File: src/rtl/mem_loader_if.sv
// Byte-stream loader bus: control/status, byte stream handshake and memory write port.
interface mem_loader_if #(
  parameter int unsigned WIDTH  = 32,
  parameter int unsigned LENGTH = 256
);
  localparam int unsigned CW = $clog2(LENGTH) + 1;

  logic             start;
  logic [WIDTH-1:0] base_addr;
  logic [CW-1:0]    word_count;
  logic [7:0]       byte_in;
  logic             byte_valid;
  logic             byte_ready;
  logic             mem_we;
  logic [WIDTH-1:0] mem_addr;
  logic [WIDTH-1:0] mem_wd;
  logic             busy;
  logic             done;
  logic             err;
  logic [7:0]       checksum;

  modport master (
    output start, base_addr, word_count, byte_in, byte_valid,
    input  byte_ready, mem_we, mem_addr, mem_wd, busy, done, err, checksum
  );

  modport slave (
    input  start, base_addr, word_count, byte_in, byte_valid,
    output byte_ready, mem_we, mem_addr, mem_wd, busy, done, err, checksum
  );
endinterface

File: src/rtl/mem_loader.sv
// mem_loader: packs a byte stream little-endian into 32-bit words and writes
// them to consecutive word addresses (wrapping at LENGTH words).
// Optional running byte checksum enabled by defining LOADER_CHECKSUM_EN.
module mem_loader #(
  parameter int unsigned WIDTH  = 32,
  parameter int unsigned LENGTH = 256
) (
  input  logic        clk,
  input  logic        rst,
  mem_loader_if.slave bus
);
  localparam int unsigned CW = $clog2(LENGTH) + 1;
  localparam int unsigned IW = WIDTH - 2;
  localparam logic [IW-1:0] LAST_IDX = IW'(LENGTH - 1);

  localparam logic [1:0] IDLE    = 2'd0;
  localparam logic [1:0] COLLECT = 2'd1;
  localparam logic [1:0] WRITE   = 2'd2;
  localparam logic [1:0] FINISH  = 2'd3;

  logic [1:0]       state_q, state_d;
  logic [WIDTH-1:0] addr_q, addr_d;
  logic [CW-1:0]    remaining_q, remaining_d;
  logic [1:0]       byte_idx_q, byte_idx_d;
  logic [23:0]      buf_q, buf_d;
  logic             byte_ready_q, byte_ready_d;
  logic             mem_we_q, mem_we_d;
  logic [WIDTH-1:0] mem_addr_q, mem_addr_d;
  logic [WIDTH-1:0] mem_wd_q, mem_wd_d;
  logic             busy_q, busy_d;
  logic             done_q, done_d;
  logic             err_q, err_d;
`ifdef LOADER_CHECKSUM_EN
  logic [7:0]       csum_q, csum_d;
`endif

  logic accept;

  // Next-state and registered-output decode
  always_comb begin
    state_d     = state_q;
    addr_d      = addr_q;
    remaining_d = remaining_q;
    byte_idx_d  = byte_idx_q;
    buf_d       = buf_q;
    mem_addr_d  = mem_addr_q;
    mem_wd_d    = mem_wd_q;
    mem_we_d    = 1'b0;
    err_d       = 1'b0;
`ifdef LOADER_CHECKSUM_EN
    csum_d      = csum_q;
`endif
    accept = byte_ready_q && bus.byte_valid;

    case (state_q)
      IDLE: begin
        if (bus.start) begin
          if ((bus.base_addr[1:0] != 2'b00) || (bus.base_addr[WIDTH-1:2] > LAST_IDX)) begin
            err_d = 1'b1;
          end else begin
            addr_d      = bus.base_addr;
            remaining_d = bus.word_count;
            byte_idx_d  = 2'd0;
`ifdef LOADER_CHECKSUM_EN
            csum_d      = 8'd0;
`endif
            state_d     = (bus.word_count == '0) ? FINISH : COLLECT;
          end
        end
      end
      COLLECT: begin
        if (accept) begin
          byte_idx_d = byte_idx_q + 2'd1;
`ifdef LOADER_CHECKSUM_EN
          csum_d     = csum_q + bus.byte_in;
`endif
          case (byte_idx_q)
            2'd0: buf_d[7:0]   = bus.byte_in;
            2'd1: buf_d[15:8]  = bus.byte_in;
            2'd2: buf_d[23:16] = bus.byte_in;
            default: begin
              mem_wd_d   = WIDTH'({bus.byte_in, buf_q});
              mem_addr_d = addr_q;
              mem_we_d   = 1'b1;
              state_d    = WRITE;
            end
          endcase
        end
      end
      WRITE: begin
        remaining_d = remaining_q - CW'(1);
        if (remaining_q == CW'(1)) begin
          state_d = FINISH;
        end else begin
          state_d = COLLECT;
          addr_d  = (addr_q[WIDTH-1:2] == LAST_IDX) ? '0 : addr_q + WIDTH'(4);
        end
      end
      default: begin
        state_d = IDLE;
      end
    endcase

    byte_ready_d = (state_d == COLLECT);
    busy_d       = (state_d != IDLE);
    done_d       = (state_d == FINISH);
  end

  // State and output registers with synchronous reset
  always_ff @(posedge clk) begin
    if (rst) begin
      state_q      <= IDLE;
      addr_q       <= '0;
      remaining_q  <= '0;
      byte_idx_q   <= 2'd0;
      buf_q        <= 24'd0;
      byte_ready_q <= 1'b0;
      mem_we_q     <= 1'b0;
      mem_addr_q   <= '0;
      mem_wd_q     <= '0;
      busy_q       <= 1'b0;
      done_q       <= 1'b0;
      err_q        <= 1'b0;
`ifdef LOADER_CHECKSUM_EN
      csum_q       <= 8'd0;
`endif
    end else begin
      state_q      <= state_d;
      addr_q       <= addr_d;
      remaining_q  <= remaining_d;
      byte_idx_q   <= byte_idx_d;
      buf_q        <= buf_d;
      byte_ready_q <= byte_ready_d;
      mem_we_q     <= mem_we_d;
      mem_addr_q   <= mem_addr_d;
      mem_wd_q     <= mem_wd_d;
      busy_q       <= busy_d;
      done_q       <= done_d;
      err_q        <= err_d;
`ifdef LOADER_CHECKSUM_EN
      csum_q       <= csum_d;
`endif
    end
  end

  assign bus.byte_ready = byte_ready_q;
  assign bus.mem_we     = mem_we_q;
  assign bus.mem_addr   = mem_addr_q;
  assign bus.mem_wd     = mem_wd_q;
  assign bus.busy       = busy_q;
  assign bus.done       = done_q;
  assign bus.err        = err_q;
`ifdef LOADER_CHECKSUM_EN
  assign bus.checksum   = csum_q;
`else
  assign bus.checksum   = 8'd0;
`endif

endmodule
File: src/flat_wrapper.sv
// flat-port wrapper written by rule: the top's interface ports become plain ports
module mem_loader_flat 
#(
  parameter int unsigned WIDTH  = 32,
  parameter int unsigned LENGTH = 256
)
  (clk, rst, bus_start, bus_base_addr, bus_word_count, bus_byte_in, bus_byte_valid, bus_byte_ready, bus_mem_we, bus_mem_addr, bus_mem_wd, bus_busy, bus_done, bus_err, bus_checksum);
  mem_loader_if #(.WIDTH(WIDTH), .LENGTH(LENGTH)) bus_i ();
  input  logic clk;
  input  logic rst;
  input wire logic [$bits(bus_i.start)-1:0] bus_start;
  input wire logic [$bits(bus_i.base_addr)-1:0] bus_base_addr;
  input wire logic [$bits(bus_i.word_count)-1:0] bus_word_count;
  input wire logic [$bits(bus_i.byte_in)-1:0] bus_byte_in;
  input wire logic [$bits(bus_i.byte_valid)-1:0] bus_byte_valid;
  output wire logic [$bits(bus_i.byte_ready)-1:0] bus_byte_ready;
  output wire logic [$bits(bus_i.mem_we)-1:0] bus_mem_we;
  output wire logic [$bits(bus_i.mem_addr)-1:0] bus_mem_addr;
  output wire logic [$bits(bus_i.mem_wd)-1:0] bus_mem_wd;
  output wire logic [$bits(bus_i.busy)-1:0] bus_busy;
  output wire logic [$bits(bus_i.done)-1:0] bus_done;
  output wire logic [$bits(bus_i.err)-1:0] bus_err;
  output wire logic [$bits(bus_i.checksum)-1:0] bus_checksum;
  assign bus_i.start = bus_start;
  assign bus_i.base_addr = bus_base_addr;
  assign bus_i.word_count = bus_word_count;
  assign bus_i.byte_in = bus_byte_in;
  assign bus_i.byte_valid = bus_byte_valid;
  assign bus_byte_ready = bus_i.byte_ready;
  assign bus_mem_we = bus_i.mem_we;
  assign bus_mem_addr = bus_i.mem_addr;
  assign bus_mem_wd = bus_i.mem_wd;
  assign bus_busy = bus_i.busy;
  assign bus_done = bus_i.done;
  assign bus_err = bus_i.err;
  assign bus_checksum = bus_i.checksum;
  mem_loader #(.WIDTH(WIDTH), .LENGTH(LENGTH)) u_core (.clk(clk), .rst(rst), .bus(bus_i));
endmodule
File: config.mk
export PLATFORM = sky130hd
export DESIGN_NAME = mem_loader_flat
export DESIGN_NICKNAME = d
export VERILOG_FILES = /design/src/rtl/mem_loader_if.sv /design/src/rtl/mem_loader.sv /design/src/flat_wrapper.sv
export SDC_FILE = /design/constraint.sdc
export NUM_CORES = 1
export LEC_CHECK = 0
export BUFFER_PORTS_ARGS = -buffer_cell sky130_fd_sc_hd__buf_2
export CAP_MARGIN = 20
export CORE_MARGIN = 5
export CORE_UTILIZATION = 55
export DETAILED_ROUTE_END_ITERATION = 8
export GPL_ROUTABILITY_DRIVEN = 0
export PLACE_DENSITY_LB_ADDON = 0.3
export SLEW_MARGIN = 10
export SYNTH_ARGS = -nofsm -noshare
export SYNTH_HDL_FRONTEND = slang
export SYNTH_SLANG_ARGS = --single-unit
File: constraint.sdc
create_clock -name clk -period 5.85 [get_ports clk]
set_input_delay 0.8775 -clock clk [delete_from_list [all_inputs] [get_ports clk]]
set_output_delay 0.8775 -clock clk [all_outputs]
set_load 0.01 [all_outputs]
## Word-level counts from Yosys, hierarchy flattened

Index checks and enable logic that the tools add are counted.

| storage, ports and cells | value |
|---|---|
| input port bits | 53 |
| logic and storage cells | 75 |
| bits in registers | 138 |
| output and inout port bits | 77 |

| operators by class | value |
|---|---|
| eq/ne operators | 12 |
| reduce and logical (&&, ||, !) cells | 19 |
| bitwise logic cells | 5 |
| mux-type cells | 21 |
| add/sub/neg operators | 3 |
| order comparisons | 1 |

Operators by type and width:

| cell | number |
|---|---|
| two-way mux 32 bit | 4 |
| one-hot mux 32 bit (2 select lines) | 1 |
| adder 32 x 3 -> 32 bit (second input constant) | 1 |
| equality test 30 x 8 -> 1 bit (second input constant) | 1 |
| > comparator 30 x 8 -> 1 bit (second input constant) | 1 |
| two-way mux 2 bit | 9 |
| two-way mux 9 bit | 2 |
| one-hot mux 9 bit (2 select lines) | 1 |
| AND reduction 3 bit | 5 |
| equality test 9 x 1 -> 1 bit (second input constant) | 1 |
| zero test 9 bit | 1 |
| OR reduction 3 bit | 3 |
| subtractor 9 x 1 -> 9 bit (second input constant) | 1 |
| AND reduction 4 bit | 2 |
| nonzero test 2 bit | 4 |
| equality test 2 x 1 -> 1 bit (second input constant) | 3 |
| equality test 2 bit (second input constant) | 3 |
| != test 2 bit (second input constant) | 3 |
| one-hot mux 2 bit (3 select lines) | 1 |
| inverter 1 bit | 5 |
| zero test 2 bit | 2 |
| one-hot mux 2 bit (2 select lines) | 1 |
| adder 2 x 1 -> 2 bit (second input constant) | 1 |
| two-way mux 1 bit | 2 |
| other kinds (3) | 3 |

## Depth between registers and ports, before layout

Gate-level depths: netlist (run 1).

| logic depth | value |
|---|---|
| depth in word-level cells | 6 |
| mapped depth | 9 |
| gate-level depth less buffers | 7 |

## Least setup slack after synthesis (run 1)

Ideal clock, no wire load.

| timing path | value |
|---|---|
| kind | input -> register |
| from | input port bus_base_addr[18] |
| to | register u_core.addr_q[24] |
| data arrival time | 2.173 ns |
| cell stages on the path | 5 |
| slack | 3.608 ns |
| setup time | 0.069 ns |
| data required time | 5.781 ns |
| cells stage by stage | nor4_1 nand4_1 o21a_2 or4b_1 o21ai_1 |

| on the way | value |
|---|---|
| longest elaborated chain between the ends | 4 |

RTL lines:

| element | line | RTL |
|---|---|---|
| from (decl) | flat_wrapper.sv:12 | `input wire logic [$bits(bus_i.base_addr)-1:0] bus_base_addr;` |
| > comparator 30 x 8 -> 1 bit | mem_loader.sv:58 | `if ((bus.base_addr[1:0] != 2'b00) \|\| (bus.base_addr[WIDTH-1:2] > LAST_IDX)) begin` |
| logical OR 1 bit | mem_loader.sv:58 |  |
| != test 2 bit (no source line) | n/a |  |
| AND reduction 4 bit (no source line) | n/a |  |
| to (signal assigned) | mem_loader.sv:129 | `addr_q <= addr_d;` |
| to (decl) | mem_loader.sv:22 | `logic [WIDTH-1:0] addr_q, addr_d;` |

No other way between the ends.
A chain may end at the register's enable or synchronous reset.

## Final worst setup path (run 1)

| timing path | value |
|---|---|
| from | input port bus_base_addr[13] |
| to | register u_core.addr_q[5] |

Same word-level chain as after synthesis.

==> results.yml, run 1 <==
status:
  outcome: "complete, no violations"
floorplan:
  std_cell_rows: 39
  core-area_mm2: 0.0113
  die_x_um: 117
  fp.dieArea_mm2: 0.0137
  floorplan.initialDensity_pct: 55.5
  die-height_um: 117
  io_count: 130
sta:
  fin_hold_ws_ps: 449
  timing_worst_slew_pin_value_ps: 1070
  min_period_over_period_pct: 43.8
  hold_viol: 0
  max_freq_mhz: 390
  tns_ps: 0
  worst_slack_ps: 3290
  finalClockSkew_ps: 8.51
  slew_viol_final: 0
  period_needed_ps: 2560
  slew_headroom_pct: 28.6
  rsz_0062_raised_after_global_routing: "false"
  finalSetupViolCount: 0
yosys:
  synth.area.top_cells: "sky130_fd_sc_hd__dfxtp_1, sky130_fd_sc_hd__nand2_1, sky130_fd_sc_hd__a21oi_1"
  post_synth.cell_area_avg_um2: 7.84
  postSynthCellCount: 801
  ys.flop_type: "sky130_fd_sc_hd__dfxtp_1"
  synth-edff-count: 0
  asyncSetResetFlopFracSynth_pct: 0
  top_cell_type_s_share_of_synthesized_area_pct: 44.0
  area_leader_netlist: "sky130_fd_sc_hd__dfxtp_1"
  syn-cell-area_mm2: 0.00628
  yosysSeqAreaShare_pct: 44.0
  list_of_most_frequent_post_synthesis_cells: "sky130_fd_sc_hd__nand2_1, sky130_fd_sc_hd__dfxtp_1, sky130_fd_sc_hd__a21oi_1"
  ys_ff_latch: 138
  synth.yosys.warnings: 0
  post_synth_num_cell_types: 65
  synthMostInstantiatedCell: "sky130_fd_sc_hd__nand2_1"
placement:
  hpwl_mm: 12.1
  placed_cell_area_mm2: 0.00685
  place.port_buffers: 121
  placedCellCount: 1012
  dp_worst_setup_slack_ps: 2930
clock_tree:
  cts_tree: "built"
  postCtsResizedCells: 0
  h-tree-depth: 4
  postCtsHoldBufs: 0
  cts_post_setup_buffers_inserted: 0
  clock-root-buffer: "sky130_fd_sc_hd__clkbuf_16"
  clock_tree.buffer_depth: 2
  cts.reportedPaths.clkPinSlew_ps: 60
  cts_made_buffers: 17
  clock_network_latency_to_the_later_pin_of_the_worst_skew_pair_ps: 420
  clock_sink_count: 138
power:
  static-leakage-power_uw: 0.00281
  power_per_cell_area_mw_per_mm2: 288
  peakVddDrop_uv: 229
route:
  route.vias.total: 6268
  drt_first_iter_violations: 558
  viasPerCell: 6.00
  finalWirelength_mm: 17.7
  drtPass1Iterations: 5
  drc: 0
  wl_per_cell_um: 16.9
  postRouteAntennaNets: 0
grt:
  grt_start_max_net_pins: 70
  grt-ovfl-total: 0
  grt_pass1_wl_mm: 28.4
  grtUsageTotal_pct: 26.1
  grt_antenna_before_repair: 1
  vias_in_the_first_global_route: 5876
setup_path:
  crit_path_max_fanout: 20
  setup.worst_path.class: "in2reg"
  critical_path.endpoint_type: "flop"
  start_kind: "input port"
  critPathRequiredTime_ps: 6180
  critical_path_data_arrival_time_ps: 2900
final_layout:
  finalNonFillerCells: 1045
  final_layout_size_suffix_gt1_share_pct: 19.5
  stdcell_area_mm2: 0.00749
  final_nets: 948
  syn2layout_area_growth_pct: 19.3
flow_run:
  maxCapViolations: 0
worst_hold_path:
  worst_hold_path_type: "reg2reg"
-- cells in the final DEF (no fill, tap or decap), types with 6 or more instances in the layout --
cell	Yosys	routed
sky130_fd_sc_hd__and3_1	12	12
sky130_fd_sc_hd__and2_1	7	7
sky130_fd_sc_hd__buf_4	10	10
sky130_fd_sc_hd__inv_1	13	13
sky130_fd_sc_hd__nand2_1	194	194
sky130_fd_sc_hd__nand4_1	17	17
sky130_fd_sc_hd__dfxtp_1	138	138
sky130_fd_sc_hd__nor3_1	17	17
sky130_fd_sc_hd__nand3_1	46	46
sky130_fd_sc_hd__o21ai_0	12	12
sky130_fd_sc_hd__a21oi_1	118	118
sky130_fd_sc_hd__nor2b_1	6	6
sky130_fd_sc_hd__buf_2	12	120
sky130_fd_sc_hd__clkbuf_16	0	17
sky130_fd_sc_hd__and4_1	8	8
sky130_fd_sc_hd__ha_1	7	7
sky130_fd_sc_hd__nor4_1	20	20
sky130_fd_sc_hd__conb_1	1	8
sky130_fd_sc_hd__nor2_1	16	16
sky130_fd_sc_hd__a31oi_1	10	10
-- per-layer routing --
layer	track usage (%)	share of wire, %	routed length (um)	vias up
li1	-	-	-	3030
met1	34.2	41	7330	2883
met2	41.0	46	8190	310
met3	5.96	9.3	1640	45
met4	12.6	3.0	534	0
met5	0	0	0	-
-- critical path, cell delays in order --
cell	delay, ps
sky130_fd_sc_hd__buf_2	120
sky130_fd_sc_hd__nor4_1	550
sky130_fd_sc_hd__nand4_1	270
sky130_fd_sc_hd__o21ai_1	200
sky130_fd_sc_hd__buf_4	260
sky130_fd_sc_hd__nand2_1	310
sky130_fd_sc_hd__o211ai_1	300
-- stage by stage --
stage / total power (uW) / util, %
after detailed placement: 1020 / 60.5
after global placement: 1010 / 60.5
after floorplan: 989 / -
after CTS: 2160 / 66.1
final: 2150 / 66.2
after global routing: 2210 / 66.2
-- logic make-up (layout without fill, tap and decap cells) --
group,Yosys count,count (layout),synth area share (%)
AOI/OAI and AO/OA,199,199,19.4
DFF,138,138,44.0
other,1,9,0.0597
and+or+nand+nor,370,370,28.8
buffers and inverters,83,176,5.92
xor gates and xnor gates,2,2,0.279
adders and majority gates,7,7,1.39
muxes,1,1,0.159
-- power breakdown --
part | switching (uW) | internal (uW)
Sequential | 0.0628 | 940
Clock | 419 | 739
Combinational | 36.3 | 19.4
-- final timing paths --
check / from / endpoint / slack, ps / cells after the start
max: bus_base_addr[13] / u_core.addr_q[5] / 3290 / 7
max reg2reg: u_core.addr_q[11] / u_core.addr_q[31] / 3380 / 4
min reg2reg: u_core.bus.mem_addr[12] / u_core.bus.mem_addr[12] / 450 / 2
min: u_core.bus.mem_addr[12] / u_core.bus.mem_addr[12] / 450 / 2
-- registers in the layout, summed over array words and instances (netlist names) --
name and cells:
u_core.addr_q 32, u_core.bus.mem_addr 32, u_core.bus.mem_wd 32, u_core.buf_q 24
u_core.remaining_q 9, u_core.byte_idx_q 2, u_core.state_q 2, u_core.bus.busy 1
u_core.bus.byte_ready 1, u_core.bus.done 1, u_core.bus.err 1, u_core.bus.mem_we 1
-- cell type report --
type | count | area, um^2
Fill cell | 936 | 3830
Multi-Input combinational cell | 587 | 3180
Sequential cell | 138 | 2760
Timing Repair Buffer | 130 | 676
Clock buffer | 19 | 453
Clock inverter | 13 | 189
Tap cell | 143 | 179
Inverter | 14 | 52.6
Antenna cell | 1 | 2.50
(Power assumes the default switching activity.)
==> run 2, diff against run 1 <==
- CORE_UTILIZATION: 55 -> 50
- clock period: 5.85 -> 2.09 ns (I/O delays scaled with it)
==> run 2 against run 1 <==
Combinational power increased to 3.0 times the previous value. Critical path depth increased by 1. Setup slack got worse by 3200 ps. Global-route usage decreased by 1.8 points. Register-to-register slack got worse by 3300 ps. Via count increased by 2.9%. Final cell count increased by 8.2%. Wire length increased by 2.7%. Critical path type is now reg2reg. Largest cell class unchanged.
==> results.yml, run 2 (synthesized netlist as in run 1, its figures left out) <==
setup_path:
  cp_slowest_cell: "sky130_fd_sc_hd__or4b_1"
  critical_path_data_arrival_time_ps: 2330
  cp_peak_stage_delay_ps: 460
  worst-path-buf-inv: 2
  timing.critical_path.cells: "inv_1, ha_1, or4b_1, o21ai_1, o21a_2, buf_4, a21oi_1, nor4_1"
  setup.worst_path.class: "reg2reg"
  crit_path_max_fanout: 8
  start_kind: "flop"
  cp_top_family: "simple AND/OR/NAND/NOR gates"
  critPathRequiredTime_ps: 2400
  critical_path.endpoint_type: "flop"
  reg2reg_slack_ps: 80
placement:
  placed_cell_area_mm2: 0.00738
  placedCellCount: 1100
  hpwl_mm: 13.0
  place.port_buffers: 121
power:
  power.share.combinational_pct: 2.8
  share_seq_of_total_power_pct: 45.0
  part_of_the_total_power_dissipated_in_the_clock_network_pct: 52.2
  power_switching_share_pct: 21.0
  net_switching_power_uw: 1230
  static-leakage-power_uw: 0.00312
  peakVddDrop_uv: 489
  power_per_cell_area_mw_per_mm2: 732
  internal-power_uw: 4630
sta:
  timing_worst_slew_pin_value_ps: 748
  slew_viol_final: 0
  max_freq_mhz: 497
  slew_headroom_pct: 49.9
  period_needed_ps: 2010
  fin_hold_ws_ps: 152
  min_period_over_period_pct: 96.4
  hold_viol: 0
  finalClockSkew_ps: 7.08
  finalSetupViolCount: 0
grt:
  grt-ovfl-total: 0
  grtUsageTotal_pct: 24.3
  vias_in_the_first_global_route: 5901
  grt_antenna_before_repair: 0
  grt_start_max_net_pins: 66
  grt_pass1_wl_mm: 29.0
flow_run:
  maxCapViolations: 0
route:
  finalWirelength_mm: 18.2
  drt_first_iter_violations: 437
  route.vias.total: 6448
  postRouteAntennaNets: 0
  wl_per_cell_um: 16.1
  drc: 0
  drtPass1Iterations: 5
  viasPerCell: 5.70
floorplan:
  std_cell_rows: 41
  die_x_um: 122
  core-area_mm2: 0.0125
  die-height_um: 122
  floorplan.initialDensity_pct: 50.4
  fp.dieArea_mm2: 0.0149
  io_count: 130
final_layout:
  stdcell_area_mm2: 0.00800
  final_nets: 1007
  diodes: 0
  finalNonFillerCells: 1131
  most-common-layout-cells: "sky130_fd_sc_hd__nand2_1, sky130_fd_sc_hd__dfxtp_1, sky130_fd_sc_hd__buf_2"
  syn2layout_area_growth_pct: 27.4
  final_layout_size_suffix_gt1_share_pct: 24.6
  mostFrequentLayoutCell: "sky130_fd_sc_hd__nand2_1"
  final_core_util_pct: 64.2
clock_tree:
  clock-root-buffer: "sky130_fd_sc_hd__clkbuf_16"
  clock_network_latency_to_the_later_pin_of_the_worst_skew_pair_ps: 420
  cts_post_setup_buffers_inserted: 0
  h-tree-depth: 4
  clock_sink_count: 138
  clock_tree.buffer_depth: 2
  cts.reportedPaths.clkPinSlew_ps: 60
  postCtsHoldBufs: 0
  postCtsResizedCells: 0
  cts_made_buffers: 17
  cts_tree: "built"
status:
  outcome: "complete, no violations"
worst_hold_path:
  worst_hold_path_type: "in2reg"
## run 2: changes by cell type in the layout (fill, tap and decap cells not counted), sizes merged
| cell | change |
|---|---|
| bufinv | -1 |
| inv | -3 |
| clkinvlp | +1 |
| buf | +59 |
| clkbuf | +2 |
| diode | -1 |
## run 2: per-stage QoR
stage               setup slack (ps)  setup TNS, ps  total power [uW]
floorplan                        177              0              2770
CTS                             88.2              0              5890
global placement                77.4              0              2850
finish                          76.2              0              5860
global route                   -10.7          -10.7              6030
detailed placement              36.9              0              2850
## run 2: final cells by class
type                    count  area [um^2]
fillers                  1140         4470
clock inverters            10          144
flip-flops and latches    138         2760
clock buffers              21          460
well taps                 172          215
inverters                  14         52.6
repair buffers            189         1170
multi-input cells         587         3190
## run 2: final timing paths
kind                                            start                       to  cells past startpoint
worst max-delay path            u_core.remaining_q[1]        u_core.addr_q[16]                      8
worst min-delay path                              rst  u_core.bus.mem_addr[13]                      2
worst max register to register  u_core.remaining_q[1]        u_core.addr_q[16]                      8
worst min register to register   u_core.bus.mem_wd[0]     u_core.bus.mem_wd[0]                      2
## run 2: per-layer routing
layer  vias up  wire length [um]  global-route usage, %
met4         0               535                   10.6
met1      2965              8170                   32.9
li1       3137                 -                      -
met5         -                 0                      0
met2       299              8140                   37.5
met3        47              1320                   5.43
## run 2: power by group through the flow
stage / logic, uW / clock network [uW] / registers (uW)
after floorplan: 77.1 / 0 / 2690
after global placement: 162 / 0 / 2690
after CTS: 161 / 3090 / 2630
final: 165 / 3060 / 2630
after detailed placement: 161 / 0 / 2690
after global routing: 178 / 3220 / 2630
